[src/rtl/gcd_pkg.sv]
// Shared types and defaults for the GCD scheduler: FSM state encoding,
// default widths and the requester-index width helper.
package gcd_pkg;

   typedef enum logic [1:0] {
      IDLE = 2'd0,
      RUN  = 2'd1,
      DONE = 2'd2
   } state_e;

   localparam int GCD_W     = 32;
   localparam int GCD_N_REQ = 4;

   // A single requester still needs a 1-bit index so ports never collapse to zero width.
   function automatic int id_w(input int n);
      return (n > 1) ? $clog2(n) : 1;
   endfunction

endpackage

[src/rtl/gcd_rr_arb.sv]
// Round-robin arbiter: one-hot grant to the first requester found at or
// above ptr, wrapping around to index 0.
module gcd_rr_arb #(
   parameter int N_REQ = 4,
   parameter int PW    = 2
) (
   input  logic [N_REQ-1:0] req,
   input  logic [PW-1:0]    ptr,
   output logic [N_REQ-1:0] gnt
);

   int   idx;
   logic found;

   always_comb begin
      gnt   = '0;
      found = 1'b0;
      idx   = 0;
      for (int k = 0; k < N_REQ; k++) begin
         idx = int'(ptr) + k;
         if (idx >= N_REQ) idx = idx - N_REQ;
         if (!found && req[idx]) begin
            gnt[idx] = 1'b1;
            found    = 1'b1;
         end
      end
   end

endmodule

[src/rtl/gcd_sched.sv]
// Shared subtractive-GCD engine: round-robin grant among N_REQ requesters,
// one subtract per RUN cycle, result held in DONE until consumed.
module gcd_sched
   import gcd_pkg::*;
#(
   parameter int W        = GCD_W,
   parameter int N_REQ    = GCD_N_REQ,
   parameter int ITER_MAX = 64
) (
   input  logic                    clk,
   input  logic                    rst,
   input  logic [N_REQ-1:0]        req_valid,
   output logic [N_REQ-1:0]        req_ready,
   input  logic [N_REQ*W-1:0]      req_a,
   input  logic [N_REQ*W-1:0]      req_b,
   output logic                    rsp_valid,
   input  logic                    rsp_ready,
   output logic [W-1:0]            rsp_gcd,
   output logic [id_w(N_REQ)-1:0]  rsp_id,
   output logic                    rsp_err,
   output logic                    busy
);

   localparam int IDW = id_w(N_REQ);
   localparam int ITW = $clog2(ITER_MAX) + 1;

   state_e           state_q, state_d;
   logic [IDW-1:0]   ptr_q, ptr_d;
   logic [IDW-1:0]   run_id_q, run_id_d;
   logic [IDW-1:0]   rsp_id_q, rsp_id_d;
   logic [W-1:0]     x_q, x_d, y_q, y_d;
   logic [W-1:0]     gcd_q, gcd_d;
   logic [ITW-1:0]   iter_q, iter_d;
   logic             err_q, err_d;

   logic [N_REQ-1:0] gnt;
   logic [IDW-1:0]   gnt_id;
   logic [W-1:0]     a_sel, b_sel, hi, lo;

   gcd_rr_arb #(
      .N_REQ (N_REQ),
      .PW    (IDW)
   ) u_arb (
      .req (req_valid),
      .ptr (ptr_q),
      .gnt (gnt)
   );

   always_comb begin
      gnt_id = '0;
      a_sel  = '0;
      b_sel  = '0;
      for (int i = 0; i < N_REQ; i++) begin
         if (gnt[i]) begin
            gnt_id = IDW'(i);
            a_sel  = req_a[i*W +: W];
            b_sel  = req_b[i*W +: W];
         end
      end
   end

   assign hi = (x_q >= y_q) ? x_q : y_q;
   assign lo = (x_q >= y_q) ? y_q : x_q;

   always_comb begin
      state_d  = state_q;
      ptr_d    = ptr_q;
      run_id_d = run_id_q;
      rsp_id_d = rsp_id_q;
      x_d      = x_q;
      y_d      = y_q;
      gcd_d    = gcd_q;
      iter_d   = iter_q;
      err_d    = err_q;
      case (state_q)
         IDLE: begin
            if (|gnt) begin
               x_d      = a_sel;
               y_d      = b_sel;
               run_id_d = gnt_id;
               iter_d   = '0;
               ptr_d    = (gnt_id == IDW'(N_REQ - 1)) ? '0 : gnt_id + 1'b1;
               state_d  = RUN;
            end
         end
         RUN: begin
            // Result fields change only on entry to DONE so they hold between responses.
            if (lo == '0) begin
               gcd_d    = hi;
               err_d    = 1'b0;
               rsp_id_d = run_id_q;
               state_d  = DONE;
            end else if (iter_q == ITW'(ITER_MAX - 1)) begin
               gcd_d    = '0;
               err_d    = 1'b1;
               rsp_id_d = run_id_q;
               state_d  = DONE;
            end else begin
               x_d    = hi - lo;
               y_d    = lo;
               iter_d = iter_q + 1'b1;
            end
         end
         DONE: begin
            if (rsp_ready) state_d = IDLE;
         end
         default: state_d = IDLE;
      endcase
   end

   always_ff @(posedge clk) begin
      if (rst) begin
         state_q  <= IDLE;
         ptr_q    <= '0;
         run_id_q <= '0;
         rsp_id_q <= '0;
         x_q      <= '0;
         y_q      <= '0;
         gcd_q    <= '0;
         iter_q   <= '0;
         err_q    <= 1'b0;
      end else begin
         state_q  <= state_d;
         ptr_q    <= ptr_d;
         run_id_q <= run_id_d;
         rsp_id_q <= rsp_id_d;
         x_q      <= x_d;
         y_q      <= y_d;
         gcd_q    <= gcd_d;
         iter_q   <= iter_d;
         err_q    <= err_d;
      end
   end

   assign req_ready = (state_q == IDLE) ? gnt : '0;
   assign rsp_valid = (state_q == DONE);
   assign busy      = (state_q != IDLE);
   assign rsp_gcd   = gcd_q;
   assign rsp_id    = rsp_id_q;
   assign rsp_err   = err_q;

endmodule

[config.mk]
export PLATFORM = sky130hd
export DESIGN_NAME = gcd_sched
export DESIGN_NICKNAME = d
export VERILOG_FILES = /design/src/rtl/gcd_pkg.sv /design/src/rtl/gcd_rr_arb.sv /design/src/rtl/gcd_sched.sv
export SDC_FILE = /design/constraint.sdc
export NUM_CORES = 1
export LEC_CHECK = 0
export CAP_MARGIN = 20
export CORE_ASPECT_RATIO = 1.25
export CORE_MARGIN = 2
export CORE_UTILIZATION = 51
export DETAILED_ROUTE_END_ITERATION = 16
export PLACE_DENSITY = 0.86
export SYNTH_ARGS = -nofsm -noshare
export SYNTH_HDL_FRONTEND = slang
export SYNTH_HIERARCHICAL = 1
export SYNTH_SLANG_ARGS = --single-unit
export TNS_END_PERCENT = 30
[constraint.sdc]
create_clock -name clk -period 13.7 [get_ports clk]
set_input_delay 1.37 -clock clk [delete_from_list [all_inputs] [get_ports clk]]
set_output_delay 1.37 -clock clk [all_outputs]
set_load 0.05 [all_outputs]
==> out/summary.md, run 1 <==
In this run, synthesis inferred 0 flip-flops with an integrated enable. The global routing usage summed across all routing layers was 39.33%; the post-CTS setup repair buffer count was 0. Once the clock tree was built, the resizer swapped 0 gates to a different size. Once layout is complete, the utilization of the core stands at 69.80%. In this run, distinct cell masters in the synthesized netlist total 95. The net count reported at finish is 1860.

The wire length of the first global-routing pass is 63.62 mm. The internal power contribution is 1.635 mW. Hold is met by 0.4722 ns. The tools report the final number of hold-violating endpoints as 0.

In this run the vertical extent of the chip is 159.3 microns. Sequential cells burn 13.9% of the power. Once routing completed, OpenROAD measured the worst setup slack at 7.860 ns. The detail route stage leaves a number of antenna-violating nets equal to 0. By startpoint and endpoint, the worst setup path is classified as reg -> reg. The run gives 11280 as the number of global-route vias before repair. Relative to the synthesized area, the layout overhead comes to 33.70%.

The logs give 1792 for the final non-filler cell total and 0 for the total setup violations reported at the end of the flow. Setup repair after global routing left no endpoint under its margin. STA classifies the critical path endpoint as a register. The die is 128.2 microns wide. The initial antenna violation count came out at 1.

The peak per-stage delay on the critical path works out to 0.69 ns. Summed over all cells, the static leakage comes to 4.832 nW. Required time at the endpoint of the critical path: 13.96 ns. The ratio of routed vias to standard cells came out at 6.834. The number of port buffers is 303. IR analysis of the VDD net gives a maximum drop of 0.0001909 V. Adding up every negative setup slack in the final design gives 0 ns. After legalization and detailed placement, the total HPWL measured 31.04 mm. TritonCTS built the clock tree.

The number of buffers inserted for hold repair after clock tree synthesis came out at 0. Family with the most delay on the worst path: compound AO/OA/AOI/OAI gates. The average instance area after synthesis works out to 7.332 sq um.

The worst setup path is launched from a register. The average routed wire per standard cell is 23.12 microns, and the post-synthesis cell area is 9839 sq um. The logs give 112 for the CTS sink count and 6 for the length of the first detailed-routing pass in iterations. The worst path uses 42.63% of the clock period. Subtracting the final worst setup slack from the clock period gives 5.840 ns. For the total count of max-transition violations in the final report, the log shows 0.

The startpoint identified for the worst hold timing path is run_id_q[1]. Timing analysis after detailed placement gives a worst setup slack of 7.741 ns. The launching element of the worst setup path was y_q[29]. The tools report the post-synthesis cell count as 1342. The achievable frequency was 171.2 MHz; the switching fraction of total power was 56.76%.

The clock latency reported for the late side of the worst-skew pair came out at 0.37 ns. The floorplan has 56 rows. After global routing the overflow that remains totals 0. For this run, asynchronously set or reset flops after synthesis account for 0%.

The worst pin sits at a relative slew slack of 20.56%. In this run, the combinational gates consume 77.7% of the power. The total buffers and inverters traversed by the critical path was 2; the net switching component of the power was 2.146 mW. Synthesis inferred 112 register bits.

The longest clock path from root to sink contains 2 buffers. The tools report the clock root buffer as clkbuf_16. The number of clock buffers added by TritonCTS is 9. Between clock sinks in the finished design, the worst skew comes to 0.01637 ns. The detailed router placed 12250 vias in this run. For the number of warnings reported in the yosys synthesis log, the log shows 6. The H-tree was split into 3 levels. The power density normalized to cell area was 287.4 nW/um^2. The run gives 18850 sq um as the area of the placeable core. The classification of the worst-slack hold path was reg -> reg. The number of max-cap violations was 0; the maximum fanout along the worst path was 46.

The clock group share of total power is 8.4%, and the number of I/O pins is 304. Of the synthesized area, sequential elements account for 22.79%. The fraction of final layout cells with drive strength greater than 1 works out to 5.577%. The tools report the origin of the critical flop-to-flop path as y_q[29]. The final layout contains routed wiring with a total length of 41.43 mm. The arrival time of the worst setup path was 6.10 ns; the count of unresolved DRC violations after routing was 0.

In the synthesized netlist the dominant register cell turns out to be dfxtp_1. The slowest stage of the critical path is the o21a_2 cell. The slew at the pin closest to its max-slew limit works out to 1.161 ns. The flow ran to the end, and the final reports show no timing, DRC or antenna violations. After clock tree synthesis, the clock-pin slew on the worst setup and hold paths is 0.08 ns. The synthesized net count is 1647, and the total die area is 20430 sq um. The initial detailed-routing violation count was 1991; the pin count of the biggest net entering global routing was 97.

Routability-driven placement finished with a final weighted congestion of 1.015. Once placement completed, the tool counted placed cells totaling 1775. The starting utilization of the core area is 52.20%, and the number of antenna repair diodes is 0. Traced cell by cell, the critical path runs through inv_1 -> ha_1 -> nand4_2 -> or4_4 -> nor2_2 -> o21a_2 -> nor2_2 -> buf_4 -> mux2i_1 -> ha_1 -> nand2_1 -> o211ai_1 -> a21oi_1 -> o221ai_1 -> o2111a_1 -> o311ai_1 -> a21oi_1 -> a211o_1 -> o21ai_1 -> xor2_1 -> a2111oi_2.
-- power by group through the flow --
stage	clock network, mW	registers, mW	logic, mW
final	0.317	0.526	2.94
after global routing	0.325	0.532	3.14
after CTS	0.312	0.516	2.83
after detailed placement	0	0.523	2.81
after global placement	0	0.521	2.80
after floorplan	0	0.481	2.08
-- cell usage after synthesis (all sizes together), types with 29 or more instances --
library cell  number  area (sq um)
a2111oi           29         275.3
ha                42         525.5
a221oi            66         590.6
clkbuf            82         307.8
a21oi             98         505.5
a31oi             42         262.8
inv               57         214.0
buf               38         220.2
a22oi             70         525.5
o21ai             65         336.6
nor2             158         600.6
dfxtp            112          2242
nand2            155         600.6
-- flip-flops by register name, indices dropped and copies added, names as in the netlist --
signal	count
rsp_gcd	32
x_q	32
y_q	32
iter_q	7
ptr_q	2
rsp_id	2
run_id_q	2
state_q	2
rsp_err	1
-- cell usage in the layout, fill, tap and decap left out, drive strengths merged, types with 12 or more instances in the layout --
cell           synthesis  routed
o21ai                 65      65
a221oi                66      66
xor2                  16      16
a2111oi               29      29
nand3                 15      15
ha                    42      42
dfxtp                112     112
nand4                 16      16
nor4                  24      24
buf                   38      19
nor2                 158     158
and2                  12      12
nor2b                 12      12
nor3                  13      13
a31oi                 42      42
a21oi                 98      98
nand2                155     155
o31ai                 20      20
clkdlybuf4s50          0     302
inv                   57      58
xnor2                 16      16
o22ai                 25      25
a22oi                 70      70
a211oi                20      20
a221o                 14      14
o211ai                19      19
-- cell families (layout without fill, tap and decap cells) --
logic type,count (synthesis),count (layout),share of synthesized area [%]
DFF,112,112,22.79
muxes,11,11,1.729
adders and majority gates,42,42,5.341
AOI/OAI and AO/OA,529,529,39.15
and+or+nand+nor,439,439,20.60
xor gates and xnor gates,32,32,2.848
buffers and inverters,177,395,7.541
-- worst min-delay path: stages (launching register included) --
cell and delay, ns:
dfxtp_1 0.32, nand2_1 0.05, a21oi_1 0.06
-- path summary, 6_finish.rpt --
check / depth (start not counted) / endpoint / slack, ns
max reg2reg: 21 / x_q[30] / 7.86
min reg2reg: 2 / run_id_q[1] / 0.47
min: 2 / run_id_q[1] / 0.47
max: 21 / x_q[30] / 7.86
-- layout make-up --
cell class | instances | area [sq um]
timing repair buffer | 322 | 3176
sequential | 112 | 2242
inverter | 57 | 214.0
clock inverter | 6 | 116.4
tap | 232 | 290.3
clock buffer | 10 | 229.0
fill | 1569 | 5693
multi-input combinational | 1053 | 6888
-- per-layer routing --
layer | part of all wire (%) | vias up | global-route usage, % | wire [microns]
met1 | 38 | 5646 | 51.86 | 15850
li1 | - | 5543 | - | -
met3 | 11 | 141 | 7.392 | 4517
met2 | 46 | 917 | 62.74 | 19140
met5 | 0 | - | 0 | 0
met4 | 4.7 | 0 | 16.33 | 1931
-- per-stage QoR --
step | power, mW | instance area (sq um)
2_1_floorplan | 2.560 | 9839
3_3_place_gp | 3.320 | 12800
3_5_place_dp | 3.333 | 12800
4_1_cts | 3.660 | 13140
5_1_grt | 3.996 | 13160
6_report | 3.781 | 13160
Power figures use the tool's default switching activity.
==> run 2: changes to the inputs <==
--- a/config.mk
+++ b/config.mk
@@ -8,9 +8,9 @@
 export CAP_MARGIN = 20
 export CORE_ASPECT_RATIO = 1.25
 export CORE_MARGIN = 2
-export CORE_UTILIZATION = 51
+export CORE_UTILIZATION = 44
 export DETAILED_ROUTE_END_ITERATION = 16
-export PLACE_DENSITY = 0.86
+export PLACE_DENSITY = 0.79
 export SYNTH_ARGS = -nofsm -noshare
 export SYNTH_HDL_FRONTEND = slang
 export SYNTH_HIERARCHICAL = 1
==> constraint.sdc (replaced) <==
create_clock -name clk -period 5.1 [get_ports clk]
set_input_delay 0.51 -clock clk [delete_from_list [all_inputs] [get_ports clk]]
set_output_delay 0.51 -clock clk [all_outputs]
set_load 0.05 [all_outputs]
==> run 2 against run 1 <==
Compared with the run above:
- cell area rose by 2.0%
- non-clock buffer count rose by 23
- clock skew fell by 0.0031 ns
- sequential share of layout area fell by 0.33 points
- routed wire length rose by 5.0%
- worst setup slack got worse by 7.6 ns
- clock-buffer cell count did not move
- clock power rose by 140%
- die area rose by 15%
- global-route usage fell by 2.7 points
- critical path depth fell by 1
- critical path type unchanged
==> out/summary.md, run 2 (synthesized netlist as in run 1, its figures left out) <==
The initial antenna violation count was 4 (+3); the wire length of the first global-routing pass was 65.67 mm (+3.2%). The register area was 2242 sq um (unchanged); the slew at the pin closest to its max-slew limit was 0.9971 ns (-0.1644 ns). The total setup violations reported at the end of the flow is 0 (unchanged). The number of buffers inserted for hold repair after clock tree synthesis is 0 (unchanged), and the maximum fanout along the worst path is 5 (-89%). The tools report the total die area as 23580 sq um (+15%). The logs give 36.60% (-2.7 points) for the global routing usage summed across all routing layers and 117 (+21%) for the pin count of the biggest net entering global routing. The tightest min-delay check is of the reg -> reg type. TritonCTS built the clock tree. The maximum vdd ir drop is 0.0005539 V (+190%), and the arrival time of the worst setup path is 5.08 ns (-1.02 ns). The run gives 0 (unchanged) as the count of unresolved DRC violations after routing.

The tools report the multi-input gate area in the final layout as 6898 sq um (+0.15%). The CTS sink count came out at 112 (unchanged). The logs give 61 (+8.9%) for the site row count and 11490 (+1.9%) for the number of global-route vias before repair.

The die width is 137.8 microns (+7.4%). The clock skew was 0.01323 ns (-0.003142 ns). The ratio of routed vias to standard cells was 6.470 (-5.3%). The power density normalized to cell area is 772.2 nW/um^2 (+170%), and the number of max-cap violations is 0 (unchanged).

The total count of max-transition violations in the final report was 0 (unchanged); the placer's final routability congestion estimate was 1.136 (+12%). For the number of cells in the design after placement, the log shows 1850 (+4.2%). The logs give 2 (unchanged) for the largest buffer count on any clock path and 0 (unchanged) for the residual overflow from global routing. The overall die height is 171.2 microns (+7.5%), and the net count reported at finish is 1883 (+1.2%).

Routed wire length: 43.51 mm (+5.0%). The clock transition at the registers of the reported paths came out at 0.08 ns (about the same). In this run the clock root is driven by a clkbuf_16. The kind of start point of the critical path is a register.

Final number of hold-violating endpoints: 0 (unchanged). The final non-filler cell total is 1869 (+4.3%). The run finished with clean final reports. The post-detailed-placement half-perimeter wirelength is 33.23 mm (+7.0%), and the length of the first detailed-routing pass in iterations is 6 (unchanged). The final worst-path cycle share was 94.25% (+52 points). The endpoint class of the critical path is a register. The type of the worst setup path is reg -> reg.

The fraction of final layout cells with drive strength greater than 1 was 7.202% (+1.6 points). The logs give 4.941 nW (+2.3%) for the leakage power and 22130 sq um (+17%) for the area of the placeable core. The number of port buffers is 303 (unchanged). The number of resized instances in the post-cts repair step is 0 (unchanged), and the number of I/O pins is 304 (unchanged). Total negative setup slack: 0 ns (unchanged).

From synthesis to final layout, the design area changed by 36.32%. The number of fill cells in the layout was 2070 (+32%). Number of CTS-inserted buffers: 9 (unchanged). The required time at the endpoint of the critical path was 5.38 ns (-8.58 ns); the headroom to the max-slew limit was 31.81% (+11 points). The tools report the number of nets with antenna violations after routing as 0 (unchanged). The clock latency reported for the late side of the worst-skew pair was 0.38 ns (about the same). Initial detailed-routing violation count: 1387 (-30%). The achievable frequency came out at 208.0 MHz (+21%).

The average routed wire per standard cell was 23.28 microns (+0.69%); the detailed-route via count was 12090 (-1.3%). The commonest non-fill, non-tap cell in the layout was clkdlybuf4s50_1. The number of H-tree branching levels was 3 (unchanged); the starting utilization of the core area was 44.45% (-7.7 points).

The total chip power was 10.36 mW (+170%); the time the worst path needs with I/O delays and setup was 4.807 ns (-1.033 ns). Leaving out fill and tap cells, the most frequent cells in the layout are clkdlybuf4s50_1 (302), nor2_1 (155), nand2_1 (150). Setup repair after global routing left no endpoint under its margin. For the post-CTS setup repair buffer count, the log shows 0 (unchanged).
run 2: cell types whose count changed in the layout (fill, tap and decap cells not counted), sizes merged:
cell,change
clkinvlp,-1
inv,+1
bufinv,-2
clkinv,+2
dlymetal6s2s,-1
buf,+24
diode,+3
run 2: path summary, 6_finish.rpt:
kind                            slack, ns        start     endpoint  depth (start not counted)
worst min register to register       0.47  run_id_q[1]  run_id_q[1]                          2
worst max-delay path                 0.29      y_q[31]      x_q[30]                         20
worst max register to register       0.29      y_q[31]      x_q[30]                         20
worst min-delay path                 0.47  run_id_q[1]  run_id_q[1]                          2
run 2: worst max-delay path, stage by stage, from the launching register on:
cell and delay, ns:
dfxtp_1 0.43, inv_1 0.07, ha_1 0.38, nand4_2 0.16, or4_4 0.59, o22a_2 0.30, nand2_2 0.10, nor2_2 0.06
mux2i_1 0.11, ha_1 0.20, nand2_1 0.09, o211ai_1 0.09, a21oi_1 0.23, o221ai_1 0.18, o2111a_1 0.21, o311ai_2 0.40
a21oi_1 0.13, a211o_1 0.35, o21ai_1 0.18, xor2_1 0.09, a2111oi_2 0.35
run 2: per-layer routing:
metal  part of all wire (%)  track usage, %  vias to the layer above
met5                   0.26           3.333                        -
met2                     45           56.39                      682
met4                    3.8           14.51                        4
met3                     12           12.94                      114
met1                     39           46.31                     5704
li1                       -               -                     5588
run 2: per-stage QoR:
step	worst slack, ns	area, sq um	hold slack, ns	util [%]
final	0.2933	13410	0.4679	60.60
after floorplan	0.1630	9839	0.4332	-
after global placement	0.3358	13090	0.4432	59.16
after global routing	0.07865	13410	0.4907	60.59
after CTS	0.2264	13400	0.4640	60.53
after detailed placement	0.2429	13090	0.4537	59.16
run 2: area by class of cell:
| cell class | instances | share of cell area (%) |
|---|---|---|
| Antenna cell | 3 | 0.05597 |
| Multi-Input combinational cell | 1053 | 51.43 |
| Sequential cell | 112 | 16.72 |
| Clock inverter | 6 | 0.4851 |
| Inverter | 57 | 1.595 |
| Tap cell | 283 | 2.640 |
| Clock buffer | 10 | 1.782 |
| Timing Repair Buffer | 345 | 25.30 |
run 2: report_power, final:
group | internal (mW) | leakage, nW | switching, mW
Combinational | 3.01 | 3.87 | 5.23
Clock | 0.397 | 0.149 | 0.364
Sequential | 1.09 | 0.918 | 0.274
